<file path="config.mk">
export PLATFORM = sky130hd
export DESIGN_NAME = fake_netlist_stim_sequencer
export DESIGN_NICKNAME = d
export VERILOG_FILES = /design/src/rtl/fake_netlist_seq_pkg.sv /design/src/rtl/fake_netlist_lfsr16.sv /design/src/rtl/fake_netlist_stim_sequencer.sv
export SDC_FILE = /design/constraint.sdc
export NUM_CORES = 1
export LEC_CHECK = 0
export ABC_CLOCK_PERIOD_IN_PS = 3800
export BUFFER_PORTS_ARGS = -buffer_cell sky130_fd_sc_hd__buf_2
export CAP_MARGIN = 15
export CORE_ASPECT_RATIO = 2
export CORE_MARGIN = 3
export CORE_UTILIZATION = 54
export CTS_CLUSTER_SIZE = 12
export DETAILED_ROUTE_END_ITERATION = 6
export PLACE_DENSITY = 0.9
export SYNTH_ARGS = -nofsm -noshare
export SYNTH_HDL_FRONTEND = slang
export SYNTH_HIERARCHICAL = 1
export SYNTH_SLANG_ARGS = --single-unit
</file>
<file path="constraint.sdc">
create_clock -name clk -period 3.8 [get_ports clk]
set_input_delay 0 -clock clk [delete_from_list [all_inputs] [get_ports clk]]
set_output_delay 0 -clock clk [all_outputs]
set_load 0.03 [all_outputs]
</file>
<file path="src/rtl/fake_netlist_seq_pkg.sv">
// Shared types and constants for the fake-netlist stimulus sequencer and its LFSR.
// No latency or backpressure of its own; purely declarations.
package fake_netlist_seq_pkg;

    typedef enum logic [2:0] {
        ST_IDLE    = 3'd0,
        ST_DRIVE   = 3'd1,
        ST_SETTLE  = 3'd2,
        ST_CAPTURE = 3'd3,
        ST_DONE    = 3'd4
    } seq_state_e;

    localparam logic [15:0] LFSR_TAPS    = 16'hB400;
    localparam logic [15:0] MISR_POLY    = 16'h1021;
    localparam logic [15:0] DEFAULT_SEED = 16'h0001;

    // Fibonacci step, taps 16,14,13,11, shifting left with feedback into bit 0.
    function automatic logic [15:0] lfsr_step(input logic [15:0] s);
        return {s[14:0], ^(s & LFSR_TAPS)};
    endfunction

endpackage

</file>
<file path="src/rtl/fake_netlist_lfsr16.sv">
// 16-bit pattern LFSR with synchronous load and step enable; new value visible one cycle after load/en.
// No backpressure: load has priority over enable, otherwise the state holds.
module fake_netlist_lfsr16
    import fake_netlist_seq_pkg::*;
(
    input  logic        clk,
    input  logic        rst_n,
    input  logic        i_load,
    input  logic [15:0] i_load_val,
    input  logic        i_en,
    output logic [15:0] o_state
);

    logic [15:0] r_state;

    always_ff @(posedge clk or negedge rst_n) begin
        if (!rst_n) begin
            r_state <= '0;
        end else if (i_load) begin
            r_state <= i_load_val;
        end else if (i_en) begin
            r_state <= lfsr_step(r_state);
        end
    end

    assign o_state = r_state;

endmodule

</file>
<file path="src/rtl/fake_netlist_stim_sequencer.sv">
// Drives LFSR patterns into a fake netlist cone, waits SETTLE_CYC, compacts resp_i into a MISR; SETTLE_CYC+2 cycles per pattern.
// No backpressure: start_i ignored while busy, abort_i wins everywhere. FAKE_NETLIST_STIM_SEQ_GOLDEN_EN adds golden compare.
module fake_netlist_stim_sequencer
    import fake_netlist_seq_pkg::*;
#(
    parameter int N_IN       = 13,
    parameter int LFSR_W     = 16,
    parameter int SIG_W      = 16,
    parameter int CNT_W      = 16,
    parameter int SETTLE_CYC = 2
) (
    input  logic              clk,
    input  logic              rst_n,
    input  logic              start_i,
    input  logic              abort_i,
    input  logic [LFSR_W-1:0] seed_i,
    input  logic [CNT_W-1:0]  num_pat_i,
    input  logic              resp_i,
`ifdef FAKE_NETLIST_STIM_SEQ_GOLDEN_EN
    input  logic [SIG_W-1:0]  golden_i,
    output logic              pass_o,
    output logic              fail_o,
`endif
    output logic [N_IN-1:0]   stim_o,
    output logic              stim_valid_o,
    output logic              busy_o,
    output logic              done_o,
    output logic [SIG_W-1:0]  sig_o,
    output logic [CNT_W-1:0]  pat_cnt_o
);

    localparam int SC_W = (SETTLE_CYC > 1) ? $clog2(SETTLE_CYC) : 1;

    seq_state_e         r_state;
    seq_state_e         w_next;
    logic [CNT_W-1:0]   r_num_pat;
    logic [CNT_W-1:0]   r_pat_cnt;
    logic [CNT_W-1:0]   w_cnt_d;
    logic [SIG_W-1:0]   r_sig;
    logic [SIG_W-1:0]   w_sig_d;
    logic [SC_W-1:0]    r_settle;
    logic               r_busy;
    logic               r_valid;
    logic               r_done;
    logic               w_start;
    logic               w_lfsr_load;
    logic               w_lfsr_en;
    logic [LFSR_W-1:0]  w_seed;
    logic [LFSR_W-1:0]  w_lfsr_q;
    logic               w_unused;

    assign w_seed = (seed_i == '0) ? DEFAULT_SEED : seed_i;

    always_ff @(posedge clk or negedge rst_n) begin
        if (!rst_n) begin
            r_state <= ST_IDLE;
        end else begin
            r_state <= w_next;
        end
    end

    always_comb begin
        w_next    = r_state;
        w_start   = 1'b0;
        w_lfsr_en = 1'b0;
        w_sig_d   = r_sig;
        w_cnt_d   = r_pat_cnt;
        case (r_state)
            ST_IDLE: begin
                if (start_i) begin
                    w_start = 1'b1;
                    w_sig_d = '0;
                    w_cnt_d = '0;
                    w_next  = (num_pat_i == '0) ? ST_DONE : ST_DRIVE;
                end
            end
            ST_DRIVE:  w_next = ST_SETTLE;
            ST_SETTLE: begin
                if (r_settle == SC_W'(SETTLE_CYC - 1)) begin
                    w_next = ST_CAPTURE;
                end
            end
            ST_CAPTURE: begin
                w_lfsr_en = 1'b1;
                w_sig_d   = (r_sig << 1) ^ (r_sig[SIG_W-1] ? SIG_W'(MISR_POLY) : '0) ^ SIG_W'(resp_i);
                w_cnt_d   = r_pat_cnt + CNT_W'(1);
                w_next    = (w_cnt_d == r_num_pat) ? ST_DONE : ST_DRIVE;
            end
            ST_DONE:   w_next = ST_IDLE;
            default:   w_next = ST_IDLE;
        endcase
        if (abort_i) begin
            w_next    = ST_IDLE;
            w_start   = 1'b0;
            w_lfsr_en = 1'b0;
            w_sig_d   = r_sig;
            w_cnt_d   = r_pat_cnt;
        end
    end

    // LFSR only moves when a new DRIVE begins, so stim_o holds once a run ends.
    assign w_lfsr_load = w_start && (w_next == ST_DRIVE);

    fake_netlist_lfsr16 u_lfsr (
        .clk        (clk),
        .rst_n      (rst_n),
        .i_load     (w_lfsr_load),
        .i_load_val (w_seed),
        .i_en       (w_lfsr_en && (w_next == ST_DRIVE)),
        .o_state    (w_lfsr_q)
    );

    always_ff @(posedge clk or negedge rst_n) begin
        if (!rst_n) begin
            r_num_pat <= '0;
            r_pat_cnt <= '0;
            r_sig     <= '0;
            r_settle  <= '0;
            r_busy    <= 1'b0;
            r_valid   <= 1'b0;
            r_done    <= 1'b0;
        end else begin
            if (w_start) begin
                r_num_pat <= num_pat_i;
            end
            r_pat_cnt <= w_cnt_d;
            r_sig     <= w_sig_d;
            r_settle  <= (r_state == ST_SETTLE) ? r_settle + SC_W'(1) : '0;
            r_busy    <= (w_next != ST_IDLE);
            r_valid   <= (w_next == ST_DRIVE) || (w_next == ST_SETTLE) || (w_next == ST_CAPTURE);
            r_done    <= (w_next == ST_DONE);
        end
    end

`ifdef FAKE_NETLIST_STIM_SEQ_GOLDEN_EN
    logic r_pass;
    logic r_fail;

    // Verdict is formed from the final signature on the edge entering DONE.
    always_ff @(posedge clk or negedge rst_n) begin
        if (!rst_n) begin
            r_pass <= 1'b0;
            r_fail <= 1'b0;
        end else if (abort_i) begin
            r_pass <= 1'b0;
            r_fail <= 1'b0;
        end else if (w_next == ST_DONE) begin
            r_pass <= (w_sig_d == golden_i);
            r_fail <= (w_sig_d != golden_i);
        end else if (w_start) begin
            r_pass <= 1'b0;
            r_fail <= 1'b0;
        end
    end

    assign pass_o = r_pass;
    assign fail_o = r_fail;
`endif

    assign w_unused     = ^(w_lfsr_q >> N_IN);
    assign stim_o       = w_lfsr_q[N_IN-1:0];
    assign stim_valid_o = r_valid;
    assign busy_o       = r_busy;
    assign done_o       = r_done;
    assign sig_o        = r_sig;
    assign pat_cnt_o    = r_pat_cnt;

endmodule

</file>
==> results of run 1 <==
worst paths after layout:
check	startpoint	to	slack [ns]	depth (start not counted)
setup / recovery	pat_cnt_o[0]$_DFFE_PN0P_	u_lfsr/o_state[13]$_DFFE_PN0P_	0.39	9
hold / removal	rst_n	r_num_pat[15]$_DFFE_PN0P_	0.07	2
setup reg to reg	pat_cnt_o[0]$_DFFE_PN0P_	u_lfsr/o_state[13]$_DFFE_PN0P_	0.39	9
hold reg to reg	r_settle$_DFF_PN0_	r_settle$_DFF_PN0_	0.43	1
max in group asynchronous	rst_n	u_lfsr/o_state[13]$_DFFE_PN0P_	2.87	4
min in group clk	abort_i	r_state[1]$_DFF_PN0_	0.39	3
per-stage QoR:
| step | instances | worst slack (ns) | hold WS, ns |
|---|---|---|---|
| detailed placement | 538 | 0.4525 | 0.1805 |
| finish | 591 | 0.3921 | 0.07454 |
| CTS | 590 | 0.4390 | 0.3892 |
| global route | 591 | 0.1563 | 0.1040 |
| floorplan | 406 | 0.5776 | -0.2956 |
| global placement | 538 | 0.5376 | 0.1782 |
critical path, delay by kind of cell, from the launching register on:
family,cells,cell delay [ns]
AOI/OAI and AO/OA,2,0.69
xor gates and xnor gates,1,0.10
adders and majority gates,1,0.33
DFF,1,0.50
muxes,1,0.18
and+or+nand+nor,4,1.51
sequential cells by signal, summed over array words and instances (netlist names):
signal	cells
busy_o	1
sig_o	16
r_state	3
u_lfsr/o_state	16
done_o	1
r_settle	1
pat_cnt_o	16
stim_valid_o	1
r_num_pat	16
kinds of logic (layout without fill, tap and decap cells):
group / after synthesis / after routing / synth area share, %
buf+inv: 46 / 143 / 5.898
compound gates: 78 / 78 / 12.32
xor+xnor: 25 / 25 / 5.734
mux: 37 / 37 / 10.32
fa+ha+maj: 1 / 1 / 0.3276
simple gates: 148 / 148 / 18.87
flops: 71 / 71 / 46.53
cells in the mapped netlist, types with 4 or more instances:
| library cell | number |
|---|---|
| nand3_1 | 30 |
| o31ai_1 | 4 |
| clkbuf_1 | 32 |
| buf_2 | 5 |
| o21ai_0 | 33 |
| xor2_1 | 13 |
| a31oi_1 | 4 |
| nor4_1 | 10 |
| mux2_2 | 19 |
| buf_4 | 6 |
| dfrtp_1 | 71 |
| and3_1 | 7 |
| mux2i_1 | 18 |
| nand2_1 | 59 |
| nor2_1 | 20 |
| xnor2_1 | 12 |
| o21ai_1 | 11 |
| nand4_1 | 6 |
| a21oi_1 | 7 |
| nor3_1 | 4 |
power groups by stage:
stage                     clock network [uW]  logic, uW  registers, uW
after floorplan                            0        270           1030
after detailed placement                   0        486            973
after global routing                     822        567            981
final                                    779        526            966
after global placement                     0        466            968
after CTS                                791        516            962
layout by cell type (no fill, tap or decap), drive strengths merged, types with 4 or more instances in the layout:
cell	Yosys	final
buf	13	90
dfrtp	71	71
nand2	59	59
o21ai	44	44
dlygate4sd3	0	36
nand3	30	30
nor2	20	20
mux2	19	19
mux2i	18	18
xor2	13	13
xnor2	12	12
clkbuf	32	12
nor4	11	11
and3	7	7
a21oi	7	7
nand4	6	6
nor3	4	4
a31oi	4	4
o31ai	4	4
clkinv	0	4
final cells by class:
| cell class | instances | area, um^2 | share of cell area (%) |
|---|---|---|---|
| clock inverters | 4 | 20.02 | 0.4149 |
| flip-flops and latches | 71 | 1777 | 36.83 |
| inverters | 1 | 3.754 | 0.07780 |
| repair buffers | 126 | 838.3 | 17.38 |
| well taps | 88 | 110.1 | 2.282 |
| multi-input cells | 289 | 1819 | 37.71 |
| clock buffers | 12 | 256.5 | 5.316 |
metal layers:
layer  GRT usage, %  share of wire [%]  vias to the layer above
met3          5.866                6.5                       36
met1          28.88                 35                     1718
li1               -                  -                     1612
met4          14.06                3.6                        0
met5              0                  0                        -
met2          48.18                 55                      185
repair_timing:
item,4_1_cts,5_1_grt
endpoints found under the hold margin,85,0
resized for setup,0,0
buffers inserted,0,0
hold buffers,36,0
==> impl_metrics.json, run 1 <==
{
  "synth_edf_count": 0,
  "syn_to_final_growth_pct": 26.34,
  "critPathSlowestCell": "dfrtp_1",
  "final_antenna_net_count": 0,
  "clkTransAtPathRegs_ns": 0.05,
  "place_area_mm2": 0.004168,
  "power_frac_comb_pct": 23.2,
  "io_buffer_count": 84,
  "skew_ns": 0.003633,
  "grt_max_degree": 51,
  "hpwlAfterDp_mm": 6.899,
  "worstSetupPathType": "reg2reg",
  "start_util_pct": 56.77,
  "arrival_ns": 3.65,
  "antennaDiodeCount": 0,
  "clockRootBuffer": "clkbuf_16",
  "hold_violations": 0,
  "max-vdd-ir-drop_mv": 0.3853,
  "slew_viol_final": 0,
  "yosys_most_used_dff": "dfrtp_1",
  "die-height_um": 124.9,
  "period_needed_ns": 3.408,
  "nNetsFinal": 536,
  "crit_path_max_fanout": 17,
  "cts-buffers-inserted": 9,
  "cts_sinks": 71,
  "finalSetupViolations": 0,
  "postSynthAreaPerCell_um2": 9.406,
  "yosysUniqueCellTypes": 43,
  "layout-drive-gt1-share_pct": 25.25,
  "clock.fmax_ghz": 0.2934,
  "seq_power_share_pct": 42.5,
  "yosysTopAreaCellShare_pct": 46.53,
  "critPathCaptureType": "register",
  "die_w_um": 65.46,
  "crit_path_cell_trace": "ha_1 -> and4_1 -> and3_1 -> xnor2_1 -> a2111o_1 -> nor4_4 -> nor2_2 -> mux2i_1 -> o21ai_0",
  "min_path_type": "in2async",
  "overflow": 0,
  "fp.dieArea_mm2": 0.008178,
  "clk_path_buf_depth": 2,
  "p_sw_share_pct": 31.14,
  "cts_tree": "done",
  "p_leak_uw": 0.002271,
  "p_switching_uw": 707.2,
  "synth.net_count": 444,
  "outcome": "finished clean",
  "setup.worst_path.start_class": "register",
  "clk-insertion-delay-late_ns": 0.34,
  "wire_per_inst_um": 17.73,
  "syn_area_mm2": 0.003819,
  "worstPathRequired_ns": 4.04,
  "firstDrtPassIters": 5,
  "grt_pass1_wl_mm": 17.22,
  "postLayoutCoreUtil_pct": 71.73,
  "yosys_warnings": 6,
  "slew_headroom_pct": 31.77,
  "ys_seq_area_share_pct": 46.53,
  "rows": 42,
  "viasPerCell": 6.008,
  "rsz0062_at_grt": "false",
  "drt_iter0_markers": 435,
  "ys_ff_latch": 71,
  "total_power_uw": 2271,
  "vias": 3551,
  "fillCellCount": 495,
  "gr-usage-all-layers_pct": 27.09,
  "antenna_found_initial": 0,
  "final_area_mm2": 0.004825,
  "tightest_slew_ns": 1.022,
  "place_congestion": 0.8846,
  "yosys-top-cells-area": "dfrtp_1 47%, nand2_1 5.8%, mux2_2 5.6%",
  "clockPowerShare_pct": 34.3,
  "drv_cap": 0,
  "final.setup.tns_ns": 0,
  "ys_async_sr_fraction_pct": 100.0,
  "first_global_vias": 3633,
  "drc": 0,
  "fin_crit_sh_pct": 89.68,
  "ctsHtreeMaxLevel": 3,
  "syn_inst": 406,
  "core_region_area_mm2": 0.006726,
  "critPathMaxStageDelay_ns": 0.50,
  "io_pins": 85,
  "synth_top_area_cell": "dfrtp_1",
  "drt-total-wl_mm": 10.48,
  "power.density_mw_per_mm2": 470.7,
  "p_int_uw": 1564
}
Note: power is estimated with default switching activity, not from simulation.
==> run 2, diff against run 1 <==
- CORE_UTILIZATION: 54 -> 25
- PLACE_DENSITY: 0.9 -> 0.53
==> run 2 against run 1 <==
Cell count is 18% higher. Global-route usage shrank 14 points. Critical endpoint is now u_lfsr/o_state[0]$_DFFE_PN0P_. Largest power group unchanged. Non-clock buffer count is 2 lower. Count of clock-buffer cells in the layout shrank 2.
==> impl_metrics.json, run 2 (synthesis results as in run 1) <==
{
  "outcome": "finished clean",
  "io_buffer_count": 84,
  "drt_iter0_markers": 257,
  "firstDrtPassIters": 4,
  "antenna_found_initial": 0,
  "setup_slack_ns": 0.4718,
  "skew_ns": 0.006989,
  "tightest_slew_ns": 1.105,
  "clkTransAtPathRegs_ns": 0.05,
  "clk_path_buf_depth": 2,
  "mostFrequentLayoutCell": "buf_2",
  "layout-drive-gt1-share_pct": 25.55,
  "slew_viol_final": 0,
  "first_global_vias": 3449,
  "hpwlAfterDp_mm": 7.902,
  "die-height_um": 180.8,
  "drt-total-wl_mm": 10.84,
  "finalSetupViolations": 0,
  "mostFrequentLayoutCells": "84 x buf_2, 71 x dfrtp_1, 59 x nand2_1",
  "antennaDiodeCount": 0,
  "clock.fmax_ghz": 0.3005,
  "rsz0062_at_grt": "false",
  "final_area_mm2": 0.004984,
  "seq_power_share_pct": 40.0,
  "place_congestion": 0.8098,
  "hold_violations": 0,
  "crit_path_max_fanout": 17,
  "vias": 3403,
  "arrival_ns": 3.58,
  "met2_usage_pct": 24.38,
  "setup.worst_path.start_class": "register",
  "critPathCaptureType": "register",
  "worstPathRequired_ns": 4.06,
  "busiest_layer": "met2",
  "worstSetupPathType": "reg2reg",
  "clk-insertion-delay-late_ns": 0.34,
  "p_int_uw": 1683,
  "die_w_um": 93.39,
  "max-vdd-ir-drop_mv": 0.2476,
  "rows": 63,
  "fillCellCount": 1541,
  "viasPerCell": 4.889,
  "clockPowerShare_pct": 38.7,
  "slew_headroom_pct": 26.27,
  "final_antenna_net_count": 0,
  "cts_hold_buf": 35,
  "min_path_type": "in2reg",
  "place_area_mm2": 0.004304,
  "clockRootBuffer": "clkbuf_16",
  "drv_cap": 0,
  "gr-usage-all-layers_pct": 13.21,
  "use_met1_pct": 13.98,
  "p_sw_share_pct": 29.94,
  "post-place-ws_ns": 0.4806,
  "start_util_pct": 25.63,
  "period_needed_ns": 3.328,
  "drc": 0,
  "cts_tree": "done",
  "grt_max_degree": 49,
  "hold_ws_ns": 0.02118,
  "cts_resized": 0,
  "fin_crit_sh_pct": 87.59,
  "io_pins": 85,
  "p_switching_uw": 719.3,
  "final.setup.tns_ns": 0,
  "grt_pass1_wl_mm": 17.65,
  "wire_per_inst_um": 15.57,
  "overflow": 0,
  "syn_to_final_growth_pct": 30.50,
  "cts-buffers-inserted": 9,
  "core_region_area_mm2": 0.01490,
  "cts_sinks": 71,
  "p_leak_uw": 0.002274,
  "ctsHtreeMaxLevel": 3,
  "met3_usage_pct": 2.292,
  "power_frac_comb_pct": 21.2,
  "post_cts_buffers": 0,
  "nNetsFinal": 534,
  "power.density_mw_per_mm2": 482.1,
  "fp.dieArea_mm2": 0.01688
}
## run 2: changes by cell type in the layout (fill, tap and decap cells not counted), sizes merged
cell	before	now
dlygate4sd3	36	35
buf	90	89
clkinvlp	0	1
clkbuf	12	10
inv	1	3
clkinv	4	1
bufinv	0	2
## run 2: power groups by stage
stage	Combinational [uW]	Clock, uW	Sequential (uW)
after floorplan	270	0	1030
after global placement	476	0	971
after detailed placement	488	0	977
after CTS	516	958	963
after global routing	558	996	978
final	510	931	961
## run 2: worst paths after layout
path	from	to	slack, ns	cells after the start
max	pat_cnt_o[5]$_DFFE_PN0P_	u_lfsr/o_state[0]$_DFFE_PN0P_	0.47	11
min	seed_i[0]	u_lfsr/o_state[0]$_DFFE_PN0P_	0.02	4
max reg2reg	pat_cnt_o[5]$_DFFE_PN0P_	u_lfsr/o_state[0]$_DFFE_PN0P_	0.47	11
min reg2reg	r_settle$_DFF_PN0_	r_settle$_DFF_PN0_	0.46	1
max in group asynchronous	rst_n	sig_o[7]$_DFFE_PN0P_	2.57	3
min in group asynchronous	rst_n	r_num_pat[9]$_DFFE_PN0P_	0.20	2
## run 2: stage by stage
step                      power, uW  cells  util (%)
after floorplan                1302    406         -
after global placement         1448    645     28.89
after detailed placement       1465    645     28.89
after CTS                      2438    696     33.45
after global routing           2532    696     33.45
final                          2402    696     33.45
## run 2: layout make-up
class | count | area (um^2) | area share (%)
timing repair buffer | 124 | 808.3 | 16.22
clock inverter | 6 | 90.09 | 1.808
tap | 195 | 244.0 | 4.896
multi-input combinational | 289 | 1822 | 36.56
inverter | 1 | 3.754 | 0.07532
clock buffer | 10 | 239.0 | 4.795
sequential | 71 | 1777 | 35.65
## run 2: metal layers
layer | up-vias | wire length, um
met5 | - | 0
met2 | 110 | 6012
met3 | 18 | 430
met1 | 1665 | 4078
met4 | 0 | 314
li1 | 1610 | -
## run 2: worst max-delay path, cell delays in order (launching register included)
cell      delay [ns]
dfrtp_1         0.55
and4_1          0.39
and3_1          0.40
and3_1          0.31
xnor2_1         0.09
a2111o_1        0.45
nor4_4          0.42
nor2_2          0.05
buf_4           0.24
nor3b_2         0.17
a21oi_1         0.05
o21ai_1         0.13
